### config.mk
export PLATFORM = sky130hd
export DESIGN_NAME = seg7_scan_ctrl
export DESIGN_NICKNAME = d
export VERILOG_FILES = /design/src/rtl/seg7_scan_ctrl.sv
export SDC_FILE = /design/constraint.sdc
export NUM_CORES = 1
export LEC_CHECK = 0
export CELL_PAD_IN_SITES_DETAIL_PLACEMENT = 1
export CELL_PAD_IN_SITES_GLOBAL_PLACEMENT = 2
export CORE_MARGIN = 1
export CORE_UTILIZATION = 34
export CTS_BUF_LIST = sky130_fd_sc_hd__clkbuf_8
export DETAILED_ROUTE_END_ITERATION = 7
export PLACE_DENSITY = 0.8
export SYNTH_ARGS = -nofsm -noshare
export SYNTH_HDL_FRONTEND = slang
export SYNTH_SLANG_ARGS = --single-unit
### constraint.sdc
create_clock -name CLK100 -period 2.35 [get_ports CLK100]
set_input_delay 0.705 -clock CLK100 [delete_from_list [all_inputs] [get_ports CLK100]]
set_output_delay 0.705 -clock CLK100 [all_outputs]
set_load 0.02 [all_outputs]
### src/rtl/seg7_scan_ctrl.sv
// seg7_scan_ctrl
//   Time-division scan controller for four common-anode 7-segment digits
//   that share one active-low segment bus. Digit values, decimal points and
//   the leading-zero enable are captured into shadow registers once per frame
//   (at the start of slot 0), so a frame never mixes old and new values.
//   Each digit slot lasts SCAN_DIV cycles. The first BLANK cycles of a slot
//   keep all anodes off to suppress ghosting.
//
// Parameters:
//   SCAN_DIV  CLK100 cycles per digit slot (>= 2)
//   BLANK     all-anodes-off cycles at the start of each slot (< SCAN_DIV)
//
// Ports:
//   CLK100  in   system clock
//   RST     in   synchronous, active-high reset
//   DIGITS  in   [3:0]=digit0 (rightmost) ... [15:12]=digit3 (leftmost)
//   DP_IN   in   decimal point request, bit i = digit i, 1 = lit
//   LZ_EN   in   1 = suppress leading zeros
//   nSEG    out  segments, active-low, [7]=dp, [6:0]=gfedcba
//   nAN     out  anode enables, active-low, at most one low
//   FRAME   out  one-cycle pulse following each shadow-register load
module seg7_scan_ctrl #(
    parameter int unsigned SCAN_DIV = 100000,
    parameter int unsigned BLANK    = 1000
) (
    input  logic        CLK100,
    input  logic        RST,
    input  logic [15:0] DIGITS,
    input  logic [3:0]  DP_IN,
    input  logic        LZ_EN,
    output logic [7:0]  nSEG,
    output logic [3:0]  nAN,
    output logic        FRAME
);

    localparam int unsigned CW = (SCAN_DIV > 1) ? $clog2(SCAN_DIV) : 1;
    localparam logic [CW-1:0] CNT_LAST = CW'(SCAN_DIV - 1);

    logic [CW-1:0] cnt;
    logic [1:0]    idx;
    logic [15:0]   dig_q;
    logic [3:0]    dp_q;
    logic          lz_q;

    logic          load;
    logic          in_blank;
    logic [3:0]    cur;
    logic          blank_digit;
    logic [6:0]    seg;
    logic [7:0]    seg_n;
    logic [3:0]    an_n;

    assign load = (cnt == '0) && (idx == 2'd0);

    // With BLANK=0 there is no blank phase; generating the constant keeps the
    // comparison against zero out of the netlist.
    generate
        if (BLANK == 0) begin : g_noblank
            assign in_blank = 1'b0;
        end else begin : g_blank
            localparam logic [CW-1:0] BLANK_C = CW'(BLANK);
            assign in_blank = (cnt < BLANK_C);
        end
    endgenerate

    always_comb begin
        cur         = dig_q[3:0];
        blank_digit = 1'b0;
        case (idx)
            2'd0: cur = dig_q[3:0];
            2'd1: cur = dig_q[7:4];
            2'd2: cur = dig_q[11:8];
            2'd3: cur = dig_q[15:12];
            default: cur = dig_q[3:0];
        endcase
        // A digit is a leading zero when it and every digit to its left is 0;
        // digit0 always shows.
        if (lz_q) begin
            case (idx)
                2'd1: blank_digit = (dig_q[15:4] == 12'h000);
                2'd2: blank_digit = (dig_q[15:8] == 8'h00);
                2'd3: blank_digit = (dig_q[15:12] == 4'h0);
                default: blank_digit = 1'b0;
            endcase
        end
    end

    always_comb begin
        case (cur)
            4'd0: seg = 7'b1000000;
            4'd1: seg = 7'b1111001;
            4'd2: seg = 7'b0100100;
            4'd3: seg = 7'b0110000;
            4'd4: seg = 7'b0011001;
            4'd5: seg = 7'b0010010;
            4'd6: seg = 7'b0000010;
            4'd7: seg = 7'b1011000;
            4'd8: seg = 7'b0000000;
            4'd9: seg = 7'b0010000;
            default: seg = 7'b1111111;
        endcase
    end

    always_comb begin
        seg_n = '1;
        an_n  = '1;
        if (!in_blank) begin
            // Blanked leading zeros keep their anode on for uniform duty.
            an_n  = ~(4'b0001 << idx);
            seg_n = {~dp_q[idx], (blank_digit ? 7'b1111111 : seg)};
        end
    end

    always_ff @(posedge CLK100) begin
        if (RST) begin
            cnt   <= '0;
            idx   <= '0;
            dig_q <= '0;
            dp_q  <= '0;
            lz_q  <= 1'b0;
            nSEG  <= '1;
            nAN   <= '1;
            FRAME <= 1'b0;
        end else begin
            if (cnt == CNT_LAST) begin
                cnt <= '0;
                idx <= idx + 2'd1;
            end else begin
                cnt <= cnt + CW'(1);
            end
            if (load) begin
                dig_q <= DIGITS;
                dp_q  <= DP_IN;
                lz_q  <= LZ_EN;
            end
            nSEG  <= seg_n;
            nAN   <= an_n;
            FRAME <= load;
        end
    end

endmodule

# After elaboration in Yosys (flattened, before gate mapping)
# Memories as Yosys holds them, arrays and structs flattened. A register that Yosys moved wholly into a read port is not among the register bits.
# Cells that the tools add are included.
[op_classes] add_sub_neg=2 magnitude_cmp=2 n_eq_ne=4 n_shift=1 n_mux=5 bitwise_logic=2 n_reduce_logical=9
[ops] cell="$add 17x1->17 const B" n=1
[ops] cell="$eq 17x17->1 const B" n=1
[ops] cell="$logic_not 17->1" n=1
[ops] cell="$lt 17x10->1 const B" n=1
[ops] cell="$pmux 4 s4" n=1
[ops] cell="$logic_not 12->1" n=1
[ops] cell="$logic_not 8->1" n=1
[ops] cell="$eq 2x2->1 const B" n=2
[ops] cell="$logic_not 4->1" n=1
[ops] cell="$not 4->4" n=1
[ops] cell="$reduce_or 2->1" n=2
[ops] cell="$shl 1x2->4 const A" n=1
[ops] cell="$lt 2x3->1 const B" n=1
[ops] cell="$pmux 1 s3" n=1
[ops] cell="$reduce_or 3->1" n=1
[ops] cell="$add 2x1->2 const B" n=1
[ops] cell="$bmux 1 s2" n=1
[ops] cell="$eq 2x1->1 const B" n=1
[ops] cell="$logic_not 2->1" n=1
[ops] cell="$mux 1" n=2
[ops] cell="$logic_and 1x1->1" n=1
[ops] cell="$not 1->1" n=1
[totals] register_bits=46 rom_bits=112 input_bits=23 out_inout_bits=13 wordCells=34 n_memories=1
[mem_list] memory="(name not given)" depth=16 word_bits=7 read_ports=1 rd_clocked_by_memory_dff=1 wr=0 line="89" text="case (cur)"

# Longest topological paths before layout
# Gate-level depths: netlist of run 1.
[logic_depth] word_depth=4 depth_mapped=8 mapped_depth_nobuf=8

# Worst setup path before layout of run 1
# Ideal clock, no wire load.
[synth_timing] path_kind="register to register" from="register idx[0]" to="register nSEG[3]" setup_ns=0.145 arrival_time_ns=1.803 t_required_ns=2.205 setup_slack_ns=0.402 stages_incl_launch_ff=9 path_buffers=1 period_less_slack_ns=1.948 cell_sequence="dfxtp_1 > inv_1 > ha_1 > clkbuf_1 > mux2i_1 > inv_1 > ha_1 > nand3_1 > nand4_1"
[synth_via] elab_chain_len=4 elab_cells_between_ends=8 classes_between="eq/ne (3); mux (3); reduce/logical (2)"
[synth_lines] element="start, declared" line="40" text="logic [1:0] idx;"
[synth_lines] element="start signal, assigned" line="127" text="idx <= idx + 2'd1;"
[synth_lines] element="$eq 2x2->1 / $eq 2x1->1 (equally long branches)" line="69, 79"
[synth_lines] element="$pmux 1 s3" line="79" text="case (idx)"
[synth_lines] element="$mux 1" line="78" text="if (lz_q) begin"
[synth_lines] element="$reduce_or 3->1 (no line)"
[synth_lines] element="end, declared" line="31" text="output logic [7:0] nSEG,"
# Parallel ways exist; a longest one is shown, timed or not.
# A chain may end at the register's enable or synchronous reset.

# Final worst setup path of run 1
[layout_timing] from="register idx[1]" to="register nSEG[3]"
# The elaborated chain is that of the path after synthesis.

==> reports/metrics.cfg, run 1 <==
[clocking]
post-cts-setup-buffers=0
cts-buffers-inserted=5
clk_path_buf_depth=2
cts_max_level=2
clkSinkCount=53
cts_tree=yes
clock-root-buffer=clkbuf_8
clk_latency_ns=0.31
clk_pin_slew_ns=0.10
hold_buffers=0

[die]
initial_utilization_pct=35.1
core-area_um2=6790
io-pin-count=36
rows=30
die_width_um=85.8
dieArea_um2=7350
die_h_um=85.8

[route]
drt_iter0_markers=118
dr.pass1.iters=5
wl_per_cell_um=14.8
ant_nets=0
viasPerCell=5.16
num_vias=2065
drc=0
wl_um=5910

[place]
hpwlAfterDp_um=4250
port_buffers=35
place_ws_ns=0.0927
globalplace.congestion=0.738

[timing]
finalCriticalPeriod_ns=2.14
setup_viol=0
tns_ns=0
hold_ws_ns=0.484
hold_viol=0
fin_crit_sh_pct=91.1
rsz0062_at_grt=no
worst_slew_pin_slew_ns=0.620
clock_skew_ns=0.00521
postLayoutSetupSlackWorst_ns=0.209
slew-limit-headroom_pct=58.7
slew_violations=0
fmax_mhz=467

[setup_path]
worstReg2RegStart=idx[1]
reg2reg_slack_ns=0.21
cp.buffers_inverters=2
cpPeakStageDelay_ns=0.47
cpLargestDelayFamily=adder cells
critical_path_depth=8
endpoint_kind=flip-flop
worst-setup-path-type=flip-flop to flip-flop
path_max_fanout=6
r2r-end=nSEG[3]
arrival_ns=2.31
crit_path_end=nSEG[3]
worst_setup_path_startpoint=idx[1]
crit_path_cell_trace=inv_1, ha_1, a222oi_1, mux2i_2, inv_1, ha_1, nand3_1, nand4_1
ff2ff_path_depth=8
cp_slowest_cell=a222oi_1
crit_path_start_kind=flip-flop
worstPathRequired_ns=2.52

[job]
drv_cap=0

[power_and_ir_drop]
power_mw=1.84
p_leak_nw=1.10
powerDensity_nw_per_um2=615
ir_worst_vdd_uv=345

[logic_synthesis]
yosysTopAreaCellShare_pct=44.5
synth_fp_nets=299
synth_flop_cell=dfxtp_1
postSynthAreaPerCell_um2=8.93
yosysTopAreaCell=dfxtp_1
yosys.cell_types.count=38
seq_area_frac_synth_pct=44.5
synth_edf_count=0
yosysWarnings=0
ys_async_sr_fraction_pct=0
postSynthCellCount=267
yosys-top-cells-area=dfxtp_1, nand3_1, a21oi_1
synth_area_um2=2380
synth_seq_cells=53

[finish]
area_growth_pct=25.2
antenna_cells=0
layout.nets=335
layout_common_cells=dfxtp_1, clkdlybuf4s50_1, nand3_1, a21oi_1, o21ai_0
layout_commonest_cell=dfxtp_1
drive_gt1_share_pct=9.21

[global_route]
grt_pass1_wl_um=9850
grt_usage_pct=17.2
antenna_found_initial=0
grt_start_max_net_pins=24
grt_pass1_vias=2012
grt-ovfl-total=0

[outcome]
status=finished, final reports clean

[min_path]
min_path_type=flip-flop to flip-flop
holdCritStartpoint=dig_q[2]

## worst min path at each step
stage | endpoint | slack, ns | depth (start not counted)
3_5_place_dp | dig_q[2] | 0.47 | 2
5_1_grt | dig_q[0] | 0.51 | 2
6_report | dig_q[2] | 0.48 | 2
3_3_place_gp | dig_q[3] | 0.46 | 2
2_1_floorplan | cnt[0] | 0.44 | 1
4_1_cts | dig_q[3] | 0.49 | 2
## flip-flops by register name (all words and copies together), names as in the netlist
name,cells
dp_q,4
FRAME,1
idx,2
dig_q,16
lz_q,1
cnt,17
nAN,4
nSEG,8
## kinds of logic after synthesis
logic type / synth area share (%)
DFF: 44.5
adders and majority gates: 4.72
muxes: 3.99
buffers and inverters: 4.93
xor gates and xnor gates: 5.14
AOI/OAI and AO/OA: 16.5
and+or+nand+nor: 20.3
## routing by layer
layer	wire [um]	track usage [%]
met1	2830	21.5
met2	2830	29.3
met3	178	4.23
met4	80	5.30
met5	0	0
## power by group
| group | switching [mW] | total [mW] | internal, mW | leakage [nW] |
|---|---|---|---|---|
| clock network | 0.303 | 0.646 | 0.343 | 0.0626 |
| logic | 0.117 | 0.226 | 0.108 | 0.608 |
| registers | 0.0279 | 0.965 | 0.937 | 0.432 |
| total | 0.448 | 1.84 | 1.39 | 1.10 |
## synth_stat cells (all sizes together) (2+ instances only)
cell type   n
and4        4
and3b       2
nor2       16
clkbuf     11
mux2        2
a21oi      26
a222oi      4
dfxtp      53
o211ai      4
or3         5
o21ai      26
nand3      31
nand2       9
nor3        2
xor2       13
nand4      11
nor4        4
ha          9
inv        13
mux2i       5
buf         5
## stage by stage
stage                     instance area, um^2  cells  util [%]
after floorplan                          2380    267         -
after global placement                   2860    392      42.1
after detailed placement                 2860    392      42.1
after CTS                                2980    400      43.8
after global routing                     2990    400      43.9
final                                    2990    400      43.9
## tightest hold or removal path, delay by kind of cell (launching register included)
kind / cells / cell delay (ns)
AOI/OAI and AO/OA: 2 / 0.13
DFF: 1 / 0.32
## what timing repair did
action / 4_1_cts / 5_1_grt
resized for setup: 0 / 2
endpoints found under the hold margin: 0 / 0
endpoints found under the setup margin: 0 / 7
## area by class of cell
type	instances	area (um^2)
sequential	53	1060
inverter	13	48.8
multi-input combinational	185	1210
clock buffer	6	82.6
timing repair buffer	45	425
tap	96	120
clock inverter	2	33.8
fill	796	3810
No activity file was read; power rests on OpenSTA's default activity.
==> run 2, diff against run 1 <==
--- a/config.mk
+++ b/config.mk
@@ -12,4 +12,5 @@
 export CTS_BUF_LIST = sky130_fd_sc_hd__clkbuf_8
 export DETAILED_ROUTE_END_ITERATION = 7
+export MAX_ROUTING_LAYER = met4
 export PLACE_DENSITY = 0.8
 export SYNTH_ARGS = -nofsm -noshare
==> constraint.sdc (replaced) <==
create_clock -name CLK100 -period 2.35 [get_ports CLK100]
set_input_delay 0.3525 -clock CLK100 [delete_from_list [all_inputs] [get_ports CLK100]]
set_output_delay 0.3525 -clock CLK100 [all_outputs]
set_load 0.02 [all_outputs]
==> run 2 against run 1 <==
  * Hold slack is essentially flat
  * Final cell count is 0.50% higher
  * Sequential share of layout area about the same
  * Sequential power barely moved
  * Largest power group unchanged
  * Global-route usage is 0.62 points higher
  * Count of clock-buffer cells in the layout is 1 higher
  * Core utilization fell by 0.055 points
  * Sequential cell count unchanged
  * Via count is 1.1% lower
  * Wire length is 0.86% higher
  * Design area is 0.13% lower
  * Largest cell class unchanged
  * First-iteration DRC count fell by 16%
==> reports/metrics.cfg, run 2 (synthesis gave the netlist of run 1 again) <==
[finish]
layout_commonest_cell=dfxtp_1
multi_input_area_um2=1210  ; -0.31%
antenna_cells=0  ; unchanged
largest-register=cnt
drive_gt1_share_pct=9.80  ; +0.59 points
largest_reg_flops=17  ; unchanged
seq_area_um2=1060  ; unchanged
area_growth_pct=25.0
layout.nets=337  ; +0.60%
reg.largest.list=cnt x17, dig_q x16, nSEG x8
layout_common_cells=dfxtp_1, clkdlybuf4s50_1, nand3_1, a21oi_1, o21ai_0
fillers=808  ; +1.5%

[min_path]
min_path_type=flip-flop to flip-flop

[route]
viasPerCell=5.08  ; -1.6%
ant_nets=0  ; unchanged
dr.pass1.iters=4  ; -1
wl_per_cell_um=14.8  ; +0.36%
drt_iter0_markers=99  ; -16%
drc=0  ; unchanged
num_vias=2042  ; -1.1%
wl_um=5960  ; +0.86%

[timing]
clock_skew_ns=0.00969  ; +0.00447 ns
rsz0062_at_grt=no
fin_crit_sh_pct=88.0  ; -3.1 points
slew-limit-headroom_pct=63.9  ; +5.2 points
hold_viol=0  ; unchanged
tns_ns=0  ; unchanged
setup_viol=0  ; unchanged
fmax_mhz=483  ; +3.5%
finalCriticalPeriod_ns=2.07  ; -0.0722 ns
worst_slew_pin_slew_ns=0.541  ; -0.0794 ns
slew_violations=0  ; unchanged

[die]
die_width_um=85.8  ; unchanged
io-pin-count=36  ; unchanged
die_h_um=85.8  ; unchanged
rows=30  ; unchanged
core-area_um2=6790  ; unchanged
dieArea_um2=7350  ; unchanged
initial_utilization_pct=35.1  ; unchanged

[setup_path]
worstPathRequired_ns=2.53  ; about the same
worst-setup-path-type=flip-flop to flip-flop
endpoint_kind=flip-flop
path_max_fanout=6  ; unchanged
crit_path_start_kind=flip-flop
arrival_ns=2.25  ; -0.06 ns

[clocking]
post-cts-setup-buffers=0  ; unchanged
cts_tree=yes
clk_latency_ns=0.30  ; about the same
clk_pin_slew_ns=0.09  ; about the same
cts-buffers-inserted=5  ; unchanged
clkSinkCount=53  ; unchanged
cts_resized=0  ; unchanged
clock-root-buffer=clkbuf_8
clk_path_buf_depth=2  ; unchanged
cts_max_level=2  ; unchanged
hold_buffers=0  ; unchanged

[place]
globalplace.congestion=0.748  ; +1.4%
hpwlAfterDp_um=4410  ; +4.0%
port_buffers=35  ; unchanged

[global_route]
grt_usage_pct=17.8  ; +0.62 points
grt_pass1_wl_um=10100  ; +2.4%
grt_start_max_net_pins=16  ; -33%
grt_pass1_vias=2018  ; +0.30%
grt-ovfl-total=0  ; unchanged
antenna_found_initial=0  ; unchanged

[power_and_ir_drop]
p_leak_nw=1.11  ; +0.60%
ir_worst_vdd_uv=293  ; -15%
power_mw=1.75  ; -4.7%
powerDensity_nw_per_um2=587  ; -4.6%

[outcome]
status=finished, final reports clean

[job]
drv_cap=0  ; unchanged

[run 2: changes by cell type in the layout (fill, tap and decap cells not counted)]
cell       change
buf_4          +2
bufinv_16      -1
clkbuf_8       +1
clkinv_2       +1
inv_1          -1
mux2i_1        +1
mux2i_2        -1
[run 2: power breakdown]
group	switching, mW	total, mW	internal (mW)	leakage, nW
logic	0.118	0.226	0.108	0.623
registers	0.0299	0.967	0.937	0.432
clock network	0.291	0.558	0.267	0.0542
total	0.438	1.75	1.31	1.11
[run 2: worst paths after layout]
kind	from	to	slack, ns	cells past startpoint
setup reg to reg	idx[0]	nSEG[3]	0.28	8
hold reg to reg	dig_q[0]	dig_q[0]	0.48	2
hold / removal	dig_q[0]	dig_q[0]	0.48	2
setup / recovery	idx[0]	nSEG[3]	0.28	8
[run 2: cell type report]
type | count | share of cell area [%]
clock buffers | 7 | 3.23
clock inverters | 1 | 0.168
inverters | 13 | 1.64
multi-input cells | 185 | 40.6
flip-flops and latches | 53 | 35.6
well taps | 96 | 4.03
repair buffers | 47 | 14.8
[run 2: worst max-delay path, stage by stage (launching register included)]
cell,delay (ns)
dfxtp_1,0.45
inv_1,0.10
ha_1,0.28
a222oi_1,0.33
mux2i_1,0.24
inv_1,0.14
ha_1,0.24
nand3_1,0.07
nand4_1,0.09
[run 2: metal layers]
layer | GRT usage (%) | up-vias | part of all wire [%]
li1 | - | 1036 | -
met5 | - | - | 0
met4 | 5.76 | 0 | 0.89
met2 | 28.4 | 34 | 46
met3 | 3.18 | 4 | 3.3
met1 | 23.0 | 968 | 50
[run 2: stage by stage]
step | hold slack, ns | std cells | setup slack [ns] | utilization (%) | area, um^2
after floorplan | 0.438 | 267 | 0.402 | - | 2380
after global placement | 0.461 | 394 | 0.305 | 42.3 | 2880
after detailed placement | 0.472 | 394 | 0.193 | 42.3 | 2880
after CTS | 0.488 | 402 | 0.204 | 43.8 | 2980
after global routing | 0.511 | 402 | 0.0840 | 43.9 | 2980
final | 0.484 | 402 | 0.281 | 43.9 | 2980
==> run 3, diff against run 2 <==
Settings changed: ABC_AREA set to 1, CORE_UTILIZATION 34 to 28, PLACE_DENSITY 0.8 to 0.75.
Clock period 2.35 ns to 1.7 ns, I/O delays scaled along.
==> run 3 against run 2 <==
  * Sequential cell count unchanged
  * Final cell count grew 45%
  * Largest power group unchanged
  * Clock power rose by 31%
  * Critical path depth up 3
  * Highest routed layer unchanged
  * Count of clock-buffer cells in the layout shrank 1
  * Synthesized cell count is 48% higher
  * Hold slack better by 0.0076 ns
  * Setup slack worse by 0.18 ns
  * Die area up 35%
==> reports/metrics.cfg, run 3 <==
[setup_path]
crit_path_start_kind=flip-flop
arrival_ns=1.79  ; -0.46 ns
worst-setup-path-type=flip-flop to flip-flop
reg2reg_slack_ns=0.1  ; -0.18 ns
endpoint_kind=flip-flop
path_max_fanout=7  ; +1
worstPathRequired_ns=1.89  ; -0.64 ns

[finish]
drive_gt1_share_pct=15.9  ; +6.1 points
antenna_cells=0  ; unchanged
stdcell_count=582  ; +45%
layout_commonest_cell=nand2_1
largest-register=cnt
reg.largest.list=cnt x17, dig_q x16, nSEG x8
design_area_um2=3550  ; +19%
layout_common_cells=nand2_1, inv_1, nor2_1, dfxtp_1, clkdlybuf4s50_1
fin_util_pct=38.4  ; -5.5 points
layout.nets=485  ; +44%
area_growth_pct=32.8
largest_reg_flops=17  ; unchanged

[timing]
fmax_mhz=625  ; +29%
tns_ns=0  ; unchanged
clock_skew_ns=0.00713  ; -0.00256 ns
worst_slew_pin_slew_ns=0.494  ; -0.0462 ns
finalCriticalPeriod_ns=1.60  ; -0.468 ns
postLayoutSetupSlackWorst_ns=0.0987  ; -0.182 ns
slew-limit-headroom_pct=66.8  ; +2.9 points
hold_ws_ns=0.492  ; +0.00760 ns
hold_viol=0  ; unchanged
setup_viol=0  ; unchanged
slew_violations=0  ; unchanged
fin_crit_sh_pct=94.2  ; +6.1 points
rsz0062_at_grt=yes

[outcome]
status=finished, final reports clean

[die]
die_h_um=99.7  ; +16%
initial_utilization_pct=28.9  ; -6.2 points
core-area_um2=9240  ; +36%
dieArea_um2=9940  ; +35%
io-pin-count=36  ; unchanged
die_width_um=99.7  ; +16%
rows=35  ; +17%

[global_route]
grt_pass1_wl_um=11800  ; +17%
grt-ovfl-total=0  ; unchanged
antenna_found_initial=0  ; unchanged
grt_start_max_net_pins=29  ; +13
grt_pass1_vias=2485  ; +23%
grt_usage_pct=15.5  ; -2.3 points

[route]
drc=0  ; unchanged
wl_um=6950  ; +17%
num_vias=2470  ; +21%
ant_nets=0  ; unchanged
drt_iter0_markers=61  ; -38%
dr.pass1.iters=4  ; unchanged
viasPerCell=4.24  ; -16%
wl_per_cell_um=11.9  ; -20%

[logic_synthesis]
synth_fp_nets=427  ; +43%
synth_area_um2=2670  ; +12%
yosysTopAreaCellShare_pct=39.7  ; -4.8 points
synth_commonest_cells=nand2_1, inv_1, nor2_1
synth_seq_cells=53  ; unchanged
yosys.cell_types.count=27  ; -29%
seq_area_frac_synth_pct=39.7  ; -4.8 points
synth.most_common_cell=nand2_1
postSynthCellCount=395  ; +48%
synth_flop_cell=dfxtp_1
synth_edf_count=0  ; unchanged
postSynthAreaPerCell_um2=6.76  ; -24%
ys_async_sr_fraction_pct=0  ; unchanged
yosysWarnings=0  ; unchanged
yosys-top-cells-area=dfxtp_1, nand2_1, inv_1
yosysTopAreaCell=dfxtp_1

[min_path]
min_path_type=flip-flop to flip-flop

[place]
port_buffers=35  ; unchanged
dpl.cell_count=570  ; +45%
hpwlAfterDp_um=5410  ; +23%
place_ws_ns=-0.0363  ; -0.230 ns
dpl_cell_area_um2=3280  ; +14%
globalplace.congestion=0.804  ; +7.4%

[clocking]
cts_tree=yes
clkSinkCount=53  ; unchanged
clk_pin_slew_ns=0.09  ; about the same
clk_latency_ns=0.30  ; about the same
clock-root-buffer=clkbuf_8
cts_max_level=2  ; unchanged
cts-buffers-inserted=5  ; unchanged
clk_path_buf_depth=2  ; unchanged

[power_and_ir_drop]
power_mw=2.57  ; +47%
powerDensity_nw_per_um2=725  ; +24%
p_leak_nw=1.59  ; +43%
ir_worst_vdd_uv=296  ; +1.1%

[job]
drv_cap=0  ; unchanged

[run 3: cell type report]
cell class / instances / area [um^2]
fillers: 1178 / 5690
flip-flops and latches: 53 / 1070
multi-input cells: 260 / 1390
clock inverters: 1 / 3.75
inverters: 75 / 292
well taps: 129 / 161
repair buffers: 58 / 547
clock buffers: 6 / 82.6
[run 3: cell families after synthesis]
logic type / synth area share [%]
compound gates: 9.32
flops: 39.7
buf+inv: 12.7
simple gates: 32.7
xor+xnor: 1.31
fa+ha+maj: 4.22
[run 3: worst max-delay path: stages (launching register included)]
cell,delay [ns]
dfxtp_4,0.38
buf_6,0.12
ha_4,0.17
buf_6,0.12
nand2_2,0.06
nand2_2,0.07
o21bai_4,0.16
nand2_4,0.06
nand2_2,0.06
nand2_2,0.06
nor2_4,0.16
nand2_1,0.08
[run 3: worst paths after layout]
| kind | to | cells after the start | from |
|---|---|---|---|
| min reg2reg | cnt[0] | 1 | cnt[0] |
| max | nSEG[6] | 11 | idx[1] |
| max reg2reg | nSEG[6] | 11 | idx[1] |
| min | cnt[0] | 1 | cnt[0] |
[run 3: repair_timing]
action / in CTS / in global routing
setup endpoints to repair: 7 / 24
endpoints found under the hold margin: 0 / 0
resized for setup: 6 / 33
setup buffers: 1 / 4
hold buffers: 0 / 0
pin swaps: 1 / 17
[run 3: power by group]
part	switching, mW	internal, mW	leakage [nW]
Sequential	0.0461	1.31	0.435
Clock	0.411	0.319	0.0485
Combinational	0.266	0.222	1.10
Total	0.723	1.85	1.59
[run 3: routing by layer]
metal	share of wire [%]	track usage, %	vias to the layer above
met4	0.60	3.73	0
met3	2.2	2.60	2
met5	0	-	-
met2	45	25.0	30
li1	-	-	1315
met1	52	20.1	1123
